$ cat config.mk
export PLATFORM = sky130hd
export DESIGN_NAME = fetch_stage
export DESIGN_NICKNAME = d
export VERILOG_FILES = /design/src/rtl/fetch_stage_pkg.sv /design/src/rtl/fetch_stage_pc_next_unit.sv /design/src/rtl/fetch_stage.sv
export SDC_FILE = /design/constraint.sdc
export NUM_CORES = 1
export LEC_CHECK = 0
export CAP_MARGIN = 10
export CELL_PAD_IN_SITES_DETAIL_PLACEMENT = 2
export CELL_PAD_IN_SITES_GLOBAL_PLACEMENT = 2
export CORE_MARGIN = 2
export CORE_UTILIZATION = 25
export CTS_BUF_LIST = sky130_fd_sc_hd__clkbuf_8 sky130_fd_sc_hd__clkbuf_16
export DETAILED_ROUTE_END_ITERATION = 6
export PLACE_DENSITY = 0.8
export SLEW_MARGIN = 5
export SYNTH_ARGS = -nofsm -noshare
export SYNTH_HDL_FRONTEND = slang
export SYNTH_SLANG_ARGS = --single-unit
$ cat constraint.sdc
create_clock -name clk -period 2.9 [get_ports clk]
set_input_delay 0.29 -clock clk [delete_from_list [all_inputs] [get_ports clk]]
set_output_delay 0.29 -clock clk [all_outputs]
set_load 0.02 [all_outputs]
$ cat src/rtl/fetch_stage_pkg.sv
// Shared types and constants for the instruction fetch stage.
package fetch_stage_pkg;

    localparam int XLEN = 32;

    // addi x0,x0,0
    localparam logic [XLEN-1:0] NOP_INSTR = 32'h0000_0013;

    typedef enum logic [1:0] {
        S_REQ  = 2'd0,
        S_WAIT = 2'd1,
        S_DROP = 2'd2
    } fetch_state_t;

endpackage

$ cat src/rtl/fetch_stage_pc_next_unit.sv
// Next-PC select: hold, sequential +4, or word-aligned redirect target.
// Purely combinational; redirect takes priority over advance.
module pc_next_unit
    import fetch_stage_pkg::*;
(
    input  logic [XLEN-1:0] pc,
    input  logic            advance,
    input  logic            redirect,
    input  logic [XLEN-1:0] redirect_target,
    output logic [XLEN-1:0] pc_next
);

    always_comb begin
        pc_next = pc;
        if (redirect) begin
            pc_next = redirect_target & ~32'h0000_0003;
        end else if (advance) begin
            pc_next = pc + 32'd4;
        end
    end

endmodule

$ cat src/rtl/fetch_stage.sv
// Instruction fetch: one outstanding imem request, output slot feeding IF/ID.
// Accept at N, rvalid at N+k, valid_f at N+k+1; requests held off while IF/ID stalls a full slot.
module fetch_stage
    import fetch_stage_pkg::*;
#(
    parameter logic [XLEN-1:0] RESET_PC  = 32'h0000_0000,
    parameter logic [XLEN-1:0] NOP_INSTR = fetch_stage_pkg::NOP_INSTR
) (
    input  logic            clk,
    input  logic            reset,
    input  logic            stall_d,
    input  logic            redirect,
    input  logic [XLEN-1:0] redirect_target,
    output logic            imem_req,
    output logic [XLEN-1:0] imem_addr,
    input  logic            imem_ready,
    input  logic            imem_rvalid,
    input  logic [XLEN-1:0] imem_rdata,
    output logic [XLEN-1:0] instr_f,
    output logic [XLEN-1:0] Address_f,
    output logic [XLEN-1:0] PC4_f,
    output logic            valid_f
);

    fetch_state_t    state;
    logic [XLEN-1:0] pc;
    logic [XLEN-1:0] req_pc;
    logic [XLEN-1:0] pc_next;
    logic            slot_free;
    logic            accept;
    logic            load;

    // A request is only issued when its response is guaranteed an empty slot.
    assign slot_free = !valid_f || !stall_d;
    assign imem_req  = (state == S_REQ) && slot_free && !redirect && !reset;
    assign imem_addr = pc;
    assign accept    = imem_req && imem_ready;
    assign load      = (state == S_WAIT) && imem_rvalid && !redirect;

    pc_next_unit u_pc_next (
        .pc              (pc),
        .advance         (accept),
        .redirect        (redirect),
        .redirect_target (redirect_target),
        .pc_next         (pc_next)
    );

    always_ff @(posedge clk) begin
        if (reset) begin
            pc     <= RESET_PC;
            req_pc <= RESET_PC;
            state  <= S_REQ;
        end else begin
            pc <= pc_next;
            if (accept) begin
                req_pc <= pc;
            end
            case (state)
                S_REQ: begin
                    if (accept) begin
                        state <= S_WAIT;
                    end
                end
                S_WAIT: begin
                    if (imem_rvalid) begin
                        state <= S_REQ;
                    end else if (redirect) begin
                        state <= S_DROP;
                    end
                end
                S_DROP: begin
                    // Once the stale response lands nothing is outstanding, even if redirected again.
                    if (imem_rvalid) begin
                        state <= S_REQ;
                    end
                end
                default: state <= S_REQ;
            endcase
        end
    end

    always_ff @(posedge clk) begin
        if (reset) begin
            valid_f   <= 1'b0;
            instr_f   <= NOP_INSTR;
            Address_f <= '0;
            PC4_f     <= '0;
        end else if (redirect) begin
            valid_f <= 1'b0;
            instr_f <= NOP_INSTR;
        end else if (load) begin
            valid_f   <= 1'b1;
            instr_f   <= imem_rdata;
            Address_f <= req_pc;
            PC4_f     <= req_pc + 32'd4;
        end else if (valid_f && !stall_d) begin
            valid_f <= 1'b0;
            instr_f <= NOP_INSTR;
        end
    end

    a_req_only_in_s_req: assert property (@(posedge clk) disable iff (reset)
        imem_req |-> (state == S_REQ));

    a_no_load_over_stalled: assert property (@(posedge clk) disable iff (reset)
        !(load && valid_f && stall_d));

    a_no_rvalid_in_s_req: assert property (@(posedge clk) disable iff (reset)
        !(imem_rvalid && (state == S_REQ)));

endmodule
=== Word-level counts from Yosys, hierarchy flattened ===
Index checks and enable logic that the tools add are counted.

* ROM bits: 0
* Output and inout bits: 130
* Flip-flop bits (word level): 163
* Input port bits: 70
* Bits in writable memories: 0
* Memories kept: 0
* Word-level logic and storage cells: 45
* Latch bits: 0

* Add/sub/neg operators: 2
* Reduce and logical (&&, ||, !) cells: 18
* Magnitude comparators: 0
* Bitwise operators: 1
* Multiplexer cells: 11
* Shift operators: 0
* Divide/modulo/power cells: 0
* Eq/ne operators: 5
* Multiply operators: 0

{| class="wikitable"
|+ Operator list
! kind !! count
|-
| 32-bit two-way mux || 4
|-
| 32-bit by 3-bit adder with 32-bit output, second input constant || 2
|-
| 2-bit two-way mux || 4
|-
| 1-bit logical AND || 7
|-
| 2-bit case mux with 3 select lines || 1
|-
| 1-bit logical NOT || 4
|-
| 2-bit != test, second input constant || 2
|-
| 2-bit nonzero test || 2
|-
| 3-bit != test, second input constant || 1
|-
| 3-bit AND reduction || 1
|-
| 2-bit by 1-bit equality test with 1-bit output, second input constant || 1
|-
| 2-bit equality test, second input constant || 1
|-
| 2-bit logical NOT || 1
|-
| 1-bit two-way mux || 2
|-
| 2-bit AND reduction || 1
|-
| 2-bit OR reduction || 1
|-
| 1-bit logical OR || 1
|-
| 1-bit NOT || 1
|}

=== Logic depth before layout (Yosys ltp) ===
* Word-level depth: 8
* Gate-level depth with buffers: 9
* Mapped depth without buffers: 6

=== Modules after synthesis ===
A second synthesis with hierarchy kept.

* Cell total of the unflattened synthesis: 860
* Area, all modules: 7000.5 sq um

{| class="wikitable"
|+ Modules (own cells, without submodules)
! module !! area an instance (sq um) !! times used !! cells each !! sequential area each (sq um)
|-
| fetch_stage || 5952.0 || 1 || 683 || 3223.1
|-
| pc_next_unit || 1048.5 || 1 || 177 || 0.0
|}

=== Worst setup path after synthesis ===
No wires, ideal clock.

* Path kind: reg-to-reg
* From: register pc[2], in the netlist imem_addr[2]
* To: register pc[24], in the netlist imem_addr[24]
* Required time: 2.809 ns
* Stages on the path, launching flop included: 8
* Clock period less this slack: 2.331 ns
* Setup time: 0.091 ns
* Path slack: 0.569 ns
* Arrival: 2.240 ns
* Cell sequence: dfxtp_1 ha_1 and4_1 nand2b_1 or4_1 buf_2 or4_1 a311oi_1

* Cells in the longest elaborated chain, start to end: 3

{| class="wikitable"
|+ RTL lines
! element !! RTL line !! source
|-
| from (decl) || fetch_stage.sv:26 || <nowiki>logic [XLEN-1:0] pc;</nowiki>
|-
| from (signal assigned) || fetch_stage.sv:54 || <nowiki>pc <= pc_next;</nowiki>
|-
| 32-bit by 3-bit adder with 32-bit output || fetch_stage_pc_next_unit.sv:18 || <nowiki>pc_next = pc + 32'd4;</nowiki>
|-
| 32-bit two-way mux || fetch_stage_pc_next_unit.sv:17 || <nowiki>end else if (advance) begin</nowiki>
|-
| 32-bit two-way mux || fetch_stage_pc_next_unit.sv:15 || <nowiki>if (redirect) begin</nowiki>
|}

No other way between the ends. The select of a mux whose other input is x is not followed.
A chain may end at the register's enable or synchronous reset.

=== Worst setup path in the final report ===
Ends and elaborated chain as after synthesis.

==> results.yml <==
run_status:
  outcome: "finished clean"
global_routing:
  grt_pass1_vias: 6946
  antenna_found_initial: 0
  grt_max_degree: 80
  grt_pass1_wl_mm: 39.7
  grt_usage_pct: 18.0
  grt-ovfl-total: 0
timing:
  hold_slack_ps: 258
  maxSlewViolCount: 0
  rsz0062_at_grt: "no"
  skew_ps: 10.7
  fin_crit_sh_pct: 84.1
  max_slew_margin_pct: 40.5
  max_slew.worst_pin.slew_ps: 893
  max_freq_mhz: 410
  tns_ps: 0
  hold_viol: 0
  setup_violations: 0
  post-route-min-period_ps: 2440
finish:
  antenna_cells_inserted: 0
  syn_to_final_growth_pct: 44.3
  nets: 1057
  final_core_util_pct: 36.6
  mostFrequentLayoutCell: "clkdlybuf4s50_1"
  final_cell_mix: "clkdlybuf4s50_1 (190), nand2_1 (163), dfxtp_1 (155), nor2_1 (81), a21oi_1 (79)"
  instances_no_fill: 1333
  drive_gt1_share_pct: 6.71
cts:
  clockRootBuffer: "clkbuf_16"
  cts.sinks: 155
  cts_made_buffers: 17
  ctsHoldBuffers: 0
  htreeDepth: 4
  cts_tree: "done"
  clockBufferDepth: 2
  cts.clk_slew.worst_paths_ps: 70
  post_cts_resized: 0
  cts_setup_buffers: 0
  clk_latency_ps: 430
die:
  fp.dieW_microns: 166
  initial_core_util_pct: 25.3
  die_area_sq_um: 27600
  die_h_microns: 166
  fp-row-count: 59
  core_area_sq_um: 25900
  io_pins: 200
placed_design:
  gp_congestion: 0.750
  dp.cells: 1301
  portBuffers: 191
  dpl.hpwl_mm: 17.7
power_and_ir_drop:
  worst_ir_drop_vdd_mv: 0.346
  combPwrFrac_pct: 7.9
  seq_power_share_pct: 44.9
  p_per_area_nw_per_um2: 526
  power_switching_mw: 1.18
  leakage_nw: 3.05
  clkPwrFrac_pct: 47.3
  netSwitchingFraction_pct: 23.8
  total_power_mw: 4.98
  p_int_mw: 3.80
synthesis:
  synth_edf_count: 0
  ys.flop_type: "dfxtp_1"
  synth_seq_area_share_pct: 47.3
  async_flop_share_pct: 0
  yosys.cell_types.count: 51
  syn_avg_cell_area_sq_um: 8.10
  ys_ff_latch: 155
  yosys_warnings: 0
  synthCells: 810
  synth_area_sq_um: 6560
detailed_routing:
  wl_per_cell_microns: 18.6
  detail-route-antenna-nets: 0
  first_iter_violations: 394
  routed_via_density: 4.96
  wl_mm: 24.8
  drcViolationCount: 0
  vias: 6616
  firstDrtPassIters: 5
flow_run:
  maxCapViolCount: 0
setup_path:
  worstSetupStartpointType: "register"
  required_ps: 3240
  critPathMaxFanout: 6
  crit_arrival_ps: 2780
  crit_path_end_kind: "register"
  path_class: "reg2reg"
worst_hold_path:
  hp-class: "in2reg"
==> power by group through the flow <==
stage / logic, mW / clock network (mW) / registers, mW
2_1_floorplan: 0.151 / 0 / 2.29
3_3_place_gp: 0.388 / 0 / 2.28
3_5_place_dp: 0.395 / 0 / 2.28
6_report: 0.393 / 2.35 / 2.23
5_1_grt: 0.427 / 2.49 / 2.24
4_1_cts: 0.398 / 2.41 / 2.23
==> registers in the layout, summed over array words and instances, names as in the netlist <==
register and cells:
instr_f 32, Address_f 30, PC4_f 30, imem_addr 30, req_pc 30, state 2, valid_f 1
==> metal layers <==
metal  wire [microns]  vias up  part of all wire, %  track usage [%]
met2            12100      143                   49             30.2
li1                 -     3191                    -                -
met3              696       29                  2.8             2.81
met4              527        0                  2.1             5.44
met5                0        -                    0                0
met1            11500     3253                   46             23.9
==> synth_stat cells, types with 4 or more instances <==
master	instances	share of area, %
clkbuf_1	47	2.7
a22oi_1	31	3.5
or2_2	4	0.38
o211ai_1	4	0.46
buf_4	6	0.69
a31oi_1	8	0.76
o311ai_0	4	0.53
buf_1	7	0.40
nand4_1	20	1.9
or4_1	6	0.69
xor2_1	17	2.3
nor3_1	13	0.99
nor4_1	5	0.48
nor2_1	82	4.7
inv_1	7	0.40
nand2_1	163	9.3
xnor2_1	11	1.5
and3_1	10	0.95
dfxtp_1	155	47
and4_1	5	0.67
a211oi_1	29	3.3
or3_1	8	0.76
o21ai_0	14	1.1
a21oi_1	79	6.0
and2_1	5	0.48
a32oi_1	4	0.53
nand3_1	29	2.2
==> per-stage QoR <==
step	instance area [sq um]	worst slack, ps
2_1_floorplan	6580	569
3_3_place_gp	8850	229
3_5_place_dp	8850	219
4_1_cts	9470	455
5_1_grt	9470	240
6_report	9470	460
==> critical path: stages, from the launching register on <==
cell and delay (ps):
dfxtp_1 430, ha_1 310, and4_1 240, nand2b_1 120, or4_1 570, or4_1 430, a311oi_1 240
==> area by class of cell <==
type                            count  area [sq um]
Clock buffer                       21           480
Timing Repair Buffer              213          2100
Clock inverter                     11           141
Inverter                            8          30.0
Fill cell                        2890         16400
Multi-Input combinational cell    590          3200
Sequential cell                   155          3100
Tap cell                          335           419
==> worst paths after layout <==
| check | from | end | slack (ps) | depth (start not counted) |
|---|---|---|---|---|
| worst min register to register | Address_f[15]$_SDFFE_PP0P_ | Address_f[15]$_SDFFE_PP0P_ | 460 | 2 |
| worst max register to register | imem_addr[2]$_SDFFE_PP0P_ | imem_addr[24]$_SDFFE_PP0P_ | 460 | 6 |
| worst min-delay path | reset | instr_f[4]$_SDFFE_PP1P_ | 260 | 4 |
| worst max-delay path | imem_addr[2]$_SDFFE_PP0P_ | imem_addr[24]$_SDFFE_PP0P_ | 460 | 6 |
==> cell families after synthesis <==
group                      share of synthesized area (%)
AOI/OAI and AO/OA                                   18.2
xor gates and xnor gates                            3.74
adders and majority gates                          0.381
buffers and inverters                               4.38
DFF                                                 47.3
muxes                                              0.820
other                                             0.0571
and+or+nand+nor                                     25.1
No activity file was read; power rests on OpenSTA's default activity.
